## config.mk

```make
export PLATFORM = sky130hd
export DESIGN_NAME = pic_icsp_reader
export DESIGN_NICKNAME = d
export VERILOG_FILES = /design/src/rtl/pic_icsp_reader.sv
export SDC_FILE = /design/constraint.sdc
export NUM_CORES = 1
export LEC_CHECK = 0
export CAP_MARGIN = 25
export CORE_ASPECT_RATIO = 1.2
export CORE_MARGIN = 3
export CORE_UTILIZATION = 30
export CTS_CLUSTER_DIAMETER = 120
export DETAILED_ROUTE_END_ITERATION = 10
export PLACE_DENSITY_LB_ADDON = 0.3
export SLEW_MARGIN = 20
export SYNTH_ARGS = -nofsm -noshare
export SYNTH_HDL_FRONTEND = slang
export SYNTH_SLANG_ARGS = --single-unit
export TNS_END_PERCENT = 20
```

## constraint.sdc

```tcl
create_clock -name clk_x -period 5.11 [get_ports clk_x]
set_input_delay 0.511 -clock clk_x [delete_from_list [all_inputs] [get_ports clk_x]]
set_output_delay 0.511 -clock clk_x [all_outputs]
set_load 0.05 [all_outputs]
```

## src/rtl/pic_icsp_reader.sv

```systemverilog
// pic_icsp_reader
//   ICSP read-side master. On a start request it shifts a 6-bit "Read Data"
//   command out on PGD (LSB first), releases PGD, waits Tdly2 with PGC low,
//   then clocks in the PIC's 16-bit response frame (start, 14 data bits
//   LSB first, stop) and presents the 14-bit word on rdata with a done pulse.
//
//   Build option: define PIC_READER_AUTO_INC_EN to append an "Increment
//   Address" command (plus a second Tdly2 gap) after every read frame.
//
// Ports
//   clk_x    in   system clock
//   rst_n    in   synchronous active-low reset
//   start    in   read request, sampled only while idle
//   mem_sel  in   0 = program memory, 1 = data memory (captured with start)
//   busy     out  high from start-accept until done
//   done     out  one-cycle pulse, rdata valid
//   rdata    out  last word read, held until the next done
//   pgc      out  ICSP clock
//   pgd_out  out  PGD drive value
//   pgd_oe   out  PGD drive enable (0 = released)
//   pgd_in   in   PGD from pad, already synchronised
module pic_icsp_reader #(
    parameter int         CLK_DIV  = 10,
    parameter int         TDLY     = 20,
    parameter logic [5:0] CMD_PROG = 6'h04,
    parameter logic [5:0] CMD_DATA = 6'h05,
    parameter logic [5:0] CMD_INC  = 6'h06
) (
    input  logic        clk_x,
    input  logic        rst_n,
    input  logic        start,
    input  logic        mem_sel,
    output logic        busy,
    output logic        done,
    output logic [13:0] rdata,
    output logic        pgc,
    output logic        pgd_out,
    output logic        pgd_oe,
    input  logic        pgd_in
);

    localparam int DW = $clog2(CLK_DIV) + 1;
    localparam int TW = $clog2(TDLY) + 1;
    localparam logic [DW-1:0] DIV_RLD = DW'(CLK_DIV - 1);
    localparam logic [DW-1:0] DIV_ONE = DW'(1);
    localparam logic [TW-1:0] DLY_RLD = TW'(TDLY - 1);
    localparam logic [TW-1:0] DLY_ONE = TW'(1);

    typedef enum logic [2:0] {
        S_IDLE,
        S_CMD,
        S_DLY,
        S_DATA,
`ifdef PIC_READER_AUTO_INC_EN
        S_INC,
        S_DLY2,
`endif
        S_DONE
    } state_t;

    state_t        state_q;
    logic [DW-1:0] div_q;   // cycles left in the current pgc phase, minus one
    logic [TW-1:0] dly_q;   // cycles left in a Tdly2 gap, minus one
    logic [3:0]    cnt_q;   // bit cells still to be started
    logic [5:0]    sr_q;    // command bits not yet put on PGD
    logic [13:0]   rx_q;    // data bits collected so far
    logic          busy_q, done_q, pgc_q, pgd_out_q, pgd_oe_q;
    logic [13:0]   rdata_q;

`ifndef PIC_READER_AUTO_INC_EN
    logic unused_cmd_inc;
    assign unused_cmd_inc = ^CMD_INC;
`endif

    always_ff @(posedge clk_x) begin
        if (!rst_n) begin
            state_q   <= S_IDLE;
            div_q     <= '0;
            dly_q     <= '0;
            cnt_q     <= '0;
            sr_q      <= '0;
            rx_q      <= '0;
            busy_q    <= 1'b0;
            done_q    <= 1'b0;
            pgc_q     <= 1'b0;
            pgd_out_q <= 1'b0;
            pgd_oe_q  <= 1'b0;
            rdata_q   <= '0;
        end else begin
            case (state_q)
                S_IDLE: begin
                    if (start) begin
                        sr_q      <= mem_sel ? CMD_DATA : CMD_PROG;
                        pgd_out_q <= mem_sel ? CMD_DATA[0] : CMD_PROG[0];
                        pgd_oe_q  <= 1'b1;
                        busy_q    <= 1'b1;
                        pgc_q     <= 1'b0;
                        // zero-length low phase: first high phase starts next edge
                        div_q     <= '0;
                        cnt_q     <= 4'd6;
                        state_q   <= S_CMD;
                    end
                end

`ifdef PIC_READER_AUTO_INC_EN
                S_CMD, S_INC: begin
`else
                S_CMD: begin
`endif
                    if (div_q != '0) begin
                        div_q <= div_q - DIV_ONE;
                    end else if (pgc_q) begin
                        pgc_q <= 1'b0;
                        div_q <= DIV_RLD;
                    end else if (cnt_q != 4'd0) begin
                        pgc_q     <= 1'b1;
                        div_q     <= DIV_RLD;
                        pgd_out_q <= sr_q[0];
                        sr_q      <= sr_q >> 1;
                        cnt_q     <= cnt_q - 4'd1;
                    end else begin
                        pgd_oe_q  <= 1'b0;
                        pgd_out_q <= 1'b0;
                        dly_q     <= DLY_RLD;
`ifdef PIC_READER_AUTO_INC_EN
                        state_q   <= (state_q == S_INC) ? S_DLY2 : S_DLY;
`else
                        state_q   <= S_DLY;
`endif
                    end
                end

                S_DLY: begin
                    if (dly_q != '0) begin
                        dly_q <= dly_q - DLY_ONE;
                    end else begin
                        // first data cell starts right at the end of the gap
                        pgc_q   <= 1'b1;
                        div_q   <= DIV_RLD;
                        cnt_q   <= 4'd15;
                        state_q <= S_DATA;
                    end
                end

                S_DATA: begin
                    if (div_q != '0) begin
                        div_q <= div_q - DIV_ONE;
                    end else if (pgc_q) begin
                        pgc_q <= 1'b0;
                        div_q <= DIV_RLD;
                        // cnt 14..1 are frame bits 1..14; start/stop are dropped
                        if (cnt_q != 4'd0 && cnt_q != 4'd15)
                            rx_q <= {pgd_in, rx_q[13:1]};
                    end else if (cnt_q != 4'd0) begin
                        pgc_q <= 1'b1;
                        div_q <= DIV_RLD;
                        cnt_q <= cnt_q - 4'd1;
                    end else begin
                        rdata_q <= rx_q;
`ifdef PIC_READER_AUTO_INC_EN
                        pgc_q     <= 1'b1;
                        div_q     <= DIV_RLD;
                        pgd_oe_q  <= 1'b1;
                        pgd_out_q <= CMD_INC[0];
                        sr_q      <= CMD_INC >> 1;
                        cnt_q     <= 4'd5;
                        state_q   <= S_INC;
`else
                        done_q    <= 1'b1;
                        state_q   <= S_DONE;
`endif
                    end
                end

`ifdef PIC_READER_AUTO_INC_EN
                S_DLY2: begin
                    if (dly_q != '0) begin
                        dly_q <= dly_q - DLY_ONE;
                    end else begin
                        done_q  <= 1'b1;
                        state_q <= S_DONE;
                    end
                end
`endif

                S_DONE: begin
                    done_q  <= 1'b0;
                    busy_q  <= 1'b0;
                    state_q <= S_IDLE;
                end

                default: state_q <= S_IDLE;
            endcase
        end
    end

    assign busy    = busy_q;
    assign done    = done_q;
    assign rdata   = rdata_q;
    assign pgc     = pgc_q;
    assign pgd_out = pgd_out_q;
    assign pgd_oe  = pgd_oe_q;

endmodule
```

Yosys cells after proc, flatten, opt, wreduce, memory -nomap -nowiden
Index checks and enable logic that the tools add are counted.
{ "op_classes": {"n_addsub": 3, "eq_ne": 19, "n_mux": 54, "bitwise": 3, "n_reduce_logical": 23} }
{ "ops": {"columns": ["operator", "n"], "rows": [
  ["2-to-1 mux 6 bit", 8],
  ["2-to-1 mux 5 bit", 5],
  ["2-to-1 mux 3 bit", 8],
  ["!= test 2 bit, second input constant", 12],
  ["one-hot mux 6 bit (2 select lines)", 2],
  ["AND reduction 4 bit", 6],
  ["2-to-1 mux 4 bit", 5],
  ["2-to-1 mux 1 bit", 18],
  ["one-hot mux 5 bit (3 select lines)", 1],
  ["AND reduction 5 bit", 3],
  ["one-hot mux 3 bit (4 select lines)", 1],
  ["one-hot mux 4 bit (3 select lines)", 1],
  ["one-hot mux 1 bit (2 select lines)", 4],
  ["AND reduction 8 bit", 1],
  ["nonzero test 2 bit", 4],
  ["equality test 3 x 2 -> 1 bit, second input constant", 2],
  ["AND reduction 6 bit", 1],
  ["nonzero test 6 bit", 1],
  ["subtractor 6 x 1 -> 6 bit, second input constant", 1],
  ["nonzero test 5 bit", 1],
  ["subtractor 5 x 1 -> 5 bit, second input constant", 1],
  ["!= test 4 x 1 -> 1 bit, second input constant", 1],
  ["!= test 4 bit, second input constant", 1],
  ["nonzero test 4 bit", 1],
  ["11 further kinds", 13]
]} }
{ "totals": {"ff_bits": 57, "input_bits": 5, "output_inout_bits": 19, "elab_cells": 114} }

Longest topological paths before layout
{ "depth": {"ltp_word": 5, "depth_mapped": 10, "mapped_depth_nobuf": 7} }

Worst setup path after synthesis
No wires, ideal clock.
{ "synth_path": {"path_type": "reg-to-reg", "startpoint": "register div_q[0]", "endpoint": "register rx_q[12]", "setup_ps": 128, "arrival_time_ps": 2040, "t_required_ps": 4982, "slack_ps": 2942, "stages_incl_launch_ff": 11, "path_buffers": 3, "cell_sequence": "dfxtp_1 > inv_1 > ha_1 > or4b_4 > buf_6 > a311oi_1 > and4_1 > buf_6 > buf_12 > mux2i_1 > nor2_1"} }
{ "synth_between": {"elab_chain_cells": 3} }
{ "synth_lines": {"columns": ["element", "line_no", "source"], "rows": [
  ["from (decl)", "62", "logic [DW-1:0] div_q;"],
  ["from (signal assigned)", "111", "div_q <= div_q - DIV_ONE;"],
  ["from (signal assigned)", "147", "div_q <= div_q - DIV_ONE;"],
  ["nonzero test 5 bit", "146", "if (div_q != '0) begin"],
  ["inverter 1 bit (no source line)", null, null],
  ["AND reduction 4 bit (no source line)", null, null],
  ["to (signal assigned)", "153", "rx_q <= {pgd_in, rx_q[13:1]};"],
  ["to (decl)", "66", "logic [13:0] rx_q;"]
]} }
Every way passes these cells.
A chain may end at the register's enable or synchronous reset.

Worst setup path after layout
{ "layout_path": {"startpoint": "register div_q[0]", "endpoint": "register rx_q[1]"} }
The elaborated chain is that of the path after synthesis.

==> qor.txt <==
kind of critical path = register to register
largest net degree at the start of global routing = 29
CP max FO = 14
Post-synth top flop = dfxtp_1
Setup Fix Bufs, Post-CTS = 0
# diodes = 0
share of layout cells above drive strength 1 = 6.507%
largest family of logic cells by synthesized area = simple AND/OR/NAND/NOR gates
register share of total power = 40.7%
net count after synthesis = 285
Netlist cell types = 41
drt first pass iters = 4
FMAX = 0.3905 GHz
Die H = 104.2 um
worst hold path class = register to register
setup TNS = 0 ps
vias = 1896
Least-Margin Pin Slew = 807.4 ps
CTS tree = done
antenna violations before repair = 0
Critical Path Source Type = register
mux contribution to synthesized area = 6.639%
row cnt = 35
RSZ-0062 raised after global routing = no
crit path DAT = 2750 ps
final-report hold violation count = 0
dpl hpwl = 3564 um
Ports = 24
PD cells = 511.9 nW/um2
Area growth syn-to-layout = 15.30%
final WL = 5061 um
1st-iter DRT viols = 64
Fin Clk Skew = 8.129 ps
status = finished clean
Internal Power = 0.8388 mW
hold_buf cts = 0
switching pwr = 0.5850 mW
Post-Synth Adder-Cell Area = 3.631%
Root Buffer = clkbuf_8
CTS Sinks = 54
Total Power = 1.424 mW
vias in the first global route = 1769
Clk pwr share = 17.6%
antenna-violating nets left = 0
clock slew at reported path FFs = 100 ps
Core ar. = 7751 um2
sw frac = 41.09%
H-Tree Depth = 2
GPL Wtd Cong = 0.7823
register bit total from synthesis = 54
final worst path period share = 50.12%
CP endpoint kind = register
peak supply drop = 0.2443 mV
Post-Syn Area = 2412 um2
Simple-Gate Fraction of Synth Area = 21.27%
port bufs = 23
Synth Area in Compound Gates = 16.18%
part of the power in combinational logic = 41.7%
Max Cap Viol = 0
die area = 9158 um2
gr ovfl total = 0
initial core utilization = 31.12%
Yosys Warn Count = 0
Total Nets Final = 303
Final setup viols = 0
post-CTS sizing = 0
Slew Limit Headroom = 46.06%
post-synthesis async set-or-reset flop share = 0%
Vias/cell = 4.938
Hold WS = 455.3 ps
DR DRC count = 0
Clock Latency Late Sink = 310 ps
Longest Clk Path Bufs = 2
Syn Area/Cell = 8.836 um2
Total GRT Usage = 11.50%
Post-Syn Instances = 273
CP required = 5300 ps
fin. max-slew vios = 0
Die W = 87.86 um
Num CTS Buffers = 5
Post-synth EDFFs = 0
Seq/Total Area, Yosys = 44.81%
first-pass GRT wire length = 8473 um
leakage = 0.9433 nW
Final min period = 2561 ps
DR WL/cell = 13.18 um
XOR/XNOR Fraction of Synth Area = 2.178%
[sequential cells by signal (all words and copies together) (netlist names)]
register  cells
dly_q         6
pgd_out       1
rx_q         14
done          1
pgc           1
rdata        14
pgd_oe        1
div_q         5
cnt_q         4
sr_q          3
state_q       3
busy          1
[cells in the final DEF (no fill, tap or decap), types with 3 or more instances in the layout]
cell type	instances
dfxtp_1	54
nor2_1	33
nand2_1	32
a21oi_1	23
clkdlybuf4s50_1	23
mux2i_1	16
o21ai_0	15
inv_1	11
nor3_1	9
a211oi_1	9
ha_1	7
clkbuf_8	6
nor4_1	4
or2_2	3
or3_1	3
nand3_1	3
xnor2_1	3
xor2_1	3
o31a_1	3
[worst max-delay path: stages (launching register included)]
cell	delay, ps
dfxtp_1	340
inv_1	90
ha_1	130
or4b_4	560
a311oi_1	260
and4_1	740
mux2i_1	270
nor2_1	60
[routing by layer]
| layer | track usage [%] | share of wire (%) | vias up |
|---|---|---|---|
| li1 | - | - | 989 |
| met1 | 14.45 | 46 | 869 |
| met2 | 19.13 | 49 | 29 |
| met3 | 2.694 | 3.2 | 9 |
| met4 | 3.618 | 1.7 | 0 |
| met5 | 0 | 0 | - |
[Yosys cell counts, types with 2 or more instances]
cell       n  area (um2)
o31a_1     3       26.28
and3_1     2       12.51
or2_2      3       18.77
nand2b_1   2       12.51
nor2_1    33       123.9
buf_6      2       22.52
a311oi_1   2       17.52
o311a_1    2       20.02
inv_1     11       41.29
nand2_1   32       120.1
a21oi_1   23       115.1
a22oi_1    2       15.01
clkbuf_1   9       33.78
or3_1      3       18.77
xor2_1     3       26.28
dfxtp_1   54        1081
buf_2      2       10.01
ha_1       7       87.58
nand3_1    3       15.01
o21ai_1    2       10.01
nand4_1    2       12.51
o21ai_0   15       75.07
a211oi_1   9       67.56
xnor2_1    3       26.28
nor3_1     9       45.04
mux2i_1   16       160.2
nor2b_1    2       12.51
nor4_1     4       25.02
[through the flow]
stage | std cells | utilization [%] | setup slack (ps) | cell area (um2)
floorplan | 273 | - | 2942 | 2412
global placement | 376 | 34.66 | 2606 | 2686
detailed placement | 376 | 34.66 | 2555 | 2686
CTS | 384 | 35.88 | 2535 | 2781
global route | 384 | 35.88 | 2372 | 2781
finish | 384 | 35.88 | 2549 | 2781
[power groups by stage]
| stage | Combinational, mW | Clock (mW) | Sequential (mW) |
|---|---|---|---|
| after floorplan | 0.472 | 0 | 0.592 |
| after global routing | 0.671 | 0.278 | 0.594 |
| after global placement | 0.587 | 0 | 0.588 |
| after detailed placement | 0.593 | 0 | 0.589 |
| final | 0.594 | 0.250 | 0.580 |
| after CTS | 0.595 | 0.258 | 0.580 |
[final timing paths]
path                                             start                endpoint  slack (ps)  depth (start not counted)
worst min-delay path            rdata[12]$_SDFFE_PN0P_  rdata[12]$_SDFFE_PN0P_         460                          2
worst max register to register   div_q[0]$_SDFFE_PN0P_    rx_q[1]$_SDFFE_PN0P_        2550                          7
worst min register to register  rdata[12]$_SDFFE_PN0P_  rdata[12]$_SDFFE_PN0P_         460                          2
worst max-delay path             div_q[0]$_SDFFE_PN0P_    rx_q[1]$_SDFFE_PN0P_        2550                          7
[cells by family after synthesis]
family / count (synthesis)
adder cells (fa/ha/maj): 7
AND/OR/NAND/NOR: 102
buffers and inverters: 25
flip-flops: 54
AO/OA/AOI/OAI: 63
multiplexers: 16
XOR/XNOR: 6
[cell type report]
| type | count | area, um2 |
|---|---|---|
| Sequential cell | 54 | 1081 |
| Clock inverter | 2 | 12.51 |
| Inverter | 11 | 41.29 |
| Multi-Input combinational cell | 194 | 1204 |
| Timing Repair Buffer | 25 | 245.2 |
| Clock buffer | 6 | 82.58 |
| Tap cell | 92 | 115.1 |
| Fill cell | 804 | 4970 |
Note: power is estimated with default switching activity, not from simulation.
